[config.mk]
export PLATFORM = sky130hd
export DESIGN_NAME = reg_file_sb
export DESIGN_NICKNAME = d
export VERILOG_FILES = /design/src/rtl/reg_file_sb.sv
export SDC_FILE = /design/constraint.sdc
export NUM_CORES = 2
export LEC_CHECK = 0
export ABC_AREA = 0
export BUFFER_PORTS_ARGS = -buffer_cell sky130_fd_sc_hd__buf_2
export CORE_AREA = 2 2 317 319
export DETAILED_ROUTE_END_ITERATION = 10
export DIE_AREA = 0 0 319 321
export PLACE_DENSITY = 0.88
export SLEW_MARGIN = 20
export SYNTH_ARGS = -nofsm -noshare
export SYNTH_HDL_FRONTEND = slang
export SYNTH_SLANG_ARGS = --single-unit
[constraint.sdc]
create_clock -name clk -period 39.2 [get_ports clk]
set_input_delay 3.92 -clock clk [delete_from_list [all_inputs] [get_ports clk]]
set_output_delay 3.92 -clock clk [all_outputs]
set_load 0.05 [all_outputs]
[src/rtl/reg_file_sb.sv]
// Architectural register file x0..x31 with two bypassed combinational read ports
// and a per-register pending-write scoreboard that drives read hazard flags.
module reg_file_sb #(
   parameter int DATA_W = 32,
   parameter int ADDR_W = 5,
   parameter int CNT_W  = 2
) (
   input  logic              clk,
   input  logic              rst,
   input  logic              w_enable_i,
   input  logic [ADDR_W-1:0] w_addr_i,
   input  logic [DATA_W-1:0] w_data_i,
   input  logic              re1_i,
   input  logic [ADDR_W-1:0] raddr1_i,
   output logic [DATA_W-1:0] rdata1_o,
   input  logic              re2_i,
   input  logic [ADDR_W-1:0] raddr2_i,
   output logic [DATA_W-1:0] rdata2_o,
   input  logic              issue_i,
   input  logic [ADDR_W-1:0] issue_addr_i,
   output logic              hazard1_o,
   output logic              hazard2_o,
   output logic              sb_ovf_o
);

   localparam int              NREG    = 2 ** ADDR_W;
   localparam logic [CNT_W-1:0] CNT_MAX = '1;
   localparam logic [CNT_W-1:0] CNT_ONE = 1;

   logic [DATA_W-1:0] regs [NREG];
   logic [CNT_W-1:0]  cnt  [NREG];
   logic              sb_ovf;

   logic inc_any;
   logic dec_any;
   logic same_reg;
   logic inc_eff;
   logic dec_eff;

   assign inc_any  = issue_i && (issue_addr_i != '0);
   assign dec_any  = w_enable_i && (w_addr_i != '0) && (cnt[w_addr_i] != '0);
   // An issue and a retire on the same register cancel: net occupancy is unchanged.
   assign same_reg = inc_any && dec_any && (issue_addr_i == w_addr_i);
   assign inc_eff  = inc_any && !same_reg;
   assign dec_eff  = dec_any && !same_reg;

   always_ff @(posedge clk or posedge rst) begin
      if (rst) begin
         for (int r = 0; r < NREG; r++) begin
            regs[r] <= '0;
            cnt[r]  <= '0;
         end
         sb_ovf <= 1'b0;
      end else begin
         if (w_enable_i && (w_addr_i != '0)) begin
            regs[w_addr_i] <= w_data_i;
         end
         for (int r = 1; r < NREG; r++) begin
            if (inc_eff && (issue_addr_i == ADDR_W'(r))) begin
               if (cnt[r] != CNT_MAX) begin
                  cnt[r] <= cnt[r] + CNT_ONE;
               end
            end else if (dec_eff && (w_addr_i == ADDR_W'(r))) begin
               cnt[r] <= cnt[r] - CNT_ONE;
            end
         end
         if (inc_eff && (cnt[issue_addr_i] == CNT_MAX)) begin
            sb_ovf <= 1'b1;
         end
      end
   end

   function automatic logic [DATA_W-1:0] read_port(input logic re,
                                                   input logic [ADDR_W-1:0] a);
      if (!re || (a == '0)) begin
         read_port = '0;
      end else if (w_enable_i && (w_addr_i == a)) begin
         read_port = w_data_i;
      end else begin
         read_port = regs[a];
      end
   endfunction

   // A writeback retiring the only outstanding writer is covered by the bypass.
   function automatic logic hazard_port(input logic re, input logic [ADDR_W-1:0] a);
      hazard_port = re && (a != '0) && (cnt[a] != '0) &&
                    !(w_enable_i && (w_addr_i == a) && (cnt[a] == CNT_ONE));
   endfunction

   assign rdata1_o  = rst ? '0   : read_port(re1_i, raddr1_i);
   assign rdata2_o  = rst ? '0   : read_port(re2_i, raddr2_i);
   assign hazard1_o = rst ? 1'b0 : hazard_port(re1_i, raddr1_i);
   assign hazard2_o = rst ? 1'b0 : hazard_port(re2_i, raddr2_i);
   assign sb_ovf_o  = sb_ovf;

endmodule

==> metrics.yaml <==
status: "complete, no violations"
tightest_slew_ns: 1.16
post-synth-top-area-fraction: 0.445
r2r_slack_ns: 35.69
endpoint: "rdata1_o[14]"
ys.flop_type: "dfrtp_1"
wirelength_um: 203000
dieArea_mm2: 0.102
drtIter0Drc: 8293
io_pins: 125
powerDensity_mw_per_mm2: 50.4
synth_edf_count: 0
rsz0062_at_grt: "no"
fin_setup_tns_ns: 0
nets: 5011
io_buffers: 124
hold_viol_final: 0
rr_endpoint: "cnt[51]$_DFFE_PP0P_"
synth_cell_type_count: 64
ctsResizeCount: 0
cp.arrival_ns: 8.32
fp.dieW_um: 319
gp_congestion: 0.942
drive_above_1_share: 0.344
path_clk_slew_ns: 0.07
insertion_delay_ns: 0.75
max-slew-margin-rel: 0.220
leakagePower_uw: 0.0291
slew_violations: 0
min_path_type: "flip-flop to flip-flop"
cts.sinks: 1087
finalCriticalPeriod_ns: 12.24
design_area_mm2: 0.0659
synthCells: 5166
worstSetupPathType: "input port to primary output"
grt_pass1_wl_um: 302000
vias_per_cell: 7.72
period_share: 0.312
ys_warn_count: 2
seqCellArea_mm2: 0.0272
gr-total-overflow: 0
multi_input_area_mm2: 0.0319
max_clock_freq_ghz: 0.0817
antenna_found_initial: 4
cp_max_fo: 76
cts_tree: "built"
maxCapViolCount: 0
drtAntennaViolNets: 0
clock_path_buffers: 3
async_reset_ff_frac: 1.00
vias: 49000
htree_num_levels: 3
yosys-top-cells-count: "dfrtp_1 (1087), mux2_2 (996), nand2_1 (511)"
cts_made_buffers: 106
std_cell_rows: 116
grt_usage: 0.390
r2r_start: "cnt[58]$_DFFE_PP0P_"
synth_seq_area_share: 0.445
setup_violations: 0
drt_pre_antenna_iters: 8
final_core_util: 0.664
yosys-top-cells-area: "dfrtp_1 (45%), mux2_2 (18%), mux4_2 (11%), mux2i_1 (6.6%), nand2_1 (3.1%)"
dp.cells: 6142
fin_cells: 6342
cts_hold_buf: 0
syn_avg_cell_area_um2: 11.8
cts_setup_buffers: 0
ir_worst_vdd_mv: 0.0423
route.detailed.drc: 0
grt_pass1_vias: 49300
cp-start-kind: "input port"
startpoint: "raddr1_i[0]"
placed_area_mm2: 0.0622
syn_nets: 5224
n_fill_cell: 6522
fp.dieH_um: 321
initial_core_util: 0.615
worstRegToRegCells: 7
drt-wirelength-per-cell_um: 32.0
synth_seq_cells: 1087
yosysTopAreaCell: "dfrtp_1"
synth.most_common_cell: "dfrtp_1"
grt_max_degree: 192
hpwlAfterDp_um: 108000
crit_required_ns: 35.28
design.core.area_mm2: 0.0993
fin_skew_ns: 0.0194
end_kind: "primary output"
area_growth_pct: 7.87
clock-root-buffer: "clkbuf_16"
syn-cell-area_mm2: 0.0611
==> sequential cells by signal (all words and copies together), names as in the netlist <==
| signal | count |
|---|---|
| cnt | 62 |
| regs | 1024 |
| sb_ovf_o | 1 |
==> critical path, stage by stage <==
cell and delay [ns]:
buf_8 0.59, buf_4 0.93, buf_6 0.70, mux2i_1 0.16, a221oi_1 0.38, a22oi_1 0.15
o21ai_0 0.09, o211ai_1 0.14, a21oi_1 0.67, buf_2 0.39
==> cell families after synthesis <==
| group | synth area share |
|---|---|
| AOI/OAI and AO/OA | 0.106 |
| xor gates and xnor gates | 0.00215 |
| buffers and inverters | 0.0367 |
| DFF | 0.445 |
| muxes | 0.355 |
| and+or+nand+nor | 0.0545 |
==> stage by stage <==
| step | power (µW) | hold slack, ns | worst slack [ns] |
|---|---|---|---|
| floorplan | 2030 | 0.449 | 2.90 |
| global route | 3420 | 0.416 | 26.71 |
| detailed placement | 2220 | 0.389 | 27.04 |
| finish | 3320 | 0.402 | 26.96 |
| CTS | 3280 | 0.404 | 26.97 |
| global placement | 2160 | 0.384 | 27.05 |
==> power breakdown <==
group / internal, µW / switching [µW]
logic: 371 / 344
clock network: 611 / 467
registers: 1340 / 194
total: 2320 / 1000
==> cells in the final DEF, fill, tap and decap left out, drive strengths merged, types with 131 or more instances in the layout <==
master	netlist	routed
a21oi	250	250
a221oi	139	139
a22oi	132	132
buf	136	220
clkbuf	405	157
dfrtp	1087	1087
mux2	996	996
mux2i	402	402
mux4	286	286
nand2	511	511
nor2	184	184
o211ai	131	131
o21ai	226	226
==> worst min-delay path by stage <==
| stage | from | endpoint | slack [ns] | cells after the start |
|---|---|---|---|---|
| after floorplan | regs[1000]$_DFFE_PP0P_ | regs[1000]$_DFFE_PP0P_ | 0.45 | 1 |
| after global placement | regs[1021]$_DFFE_PP0P_ | regs[1021]$_DFFE_PP0P_ | 0.38 | 0 |
| after detailed placement | regs[1012]$_DFFE_PP0P_ | regs[1012]$_DFFE_PP0P_ | 0.39 | 0 |
| after CTS | regs[1012]$_DFFE_PP0P_ | regs[1012]$_DFFE_PP0P_ | 0.40 | 0 |
| after global routing | regs[1006]$_DFFE_PP0P_ | regs[1006]$_DFFE_PP0P_ | 0.42 | 0 |
| final | regs[1012]$_DFFE_PP0P_ | regs[1012]$_DFFE_PP0P_ | 0.40 | 0 |
==> per-layer routing <==
| metal | vias up | part of all wire | GRT usage | wire length (µm) |
|---|---|---|---|---|
| met2 | 4545 | 0.43 | 0.569 | 87400 |
| met5 | - | 0.00014 | 0.00142 | 28 |
| met3 | 1461 | 0.15 | 0.134 | 30400 |
| met1 | 24000 | 0.33 | 0.483 | 67000 |
| met4 | 4 | 0.089 | 0.289 | 18100 |
| li1 | 18900 | - | - | - |
==> final cells by class <==
class / instances / area share
Inverter: 30 / 0.00182
Antenna cell: 5 / 0.000190
Tap cell: 1298 / 0.0246
Multi-Input combinational cell: 3508 / 0.483
Sequential cell: 1087 / 0.413
Clock buffer: 157 / 0.0476
Clock inverter: 37 / 0.00701
Timing Repair Buffer: 220 / 0.0225
Note: power is estimated with default switching activity, not from simulation.
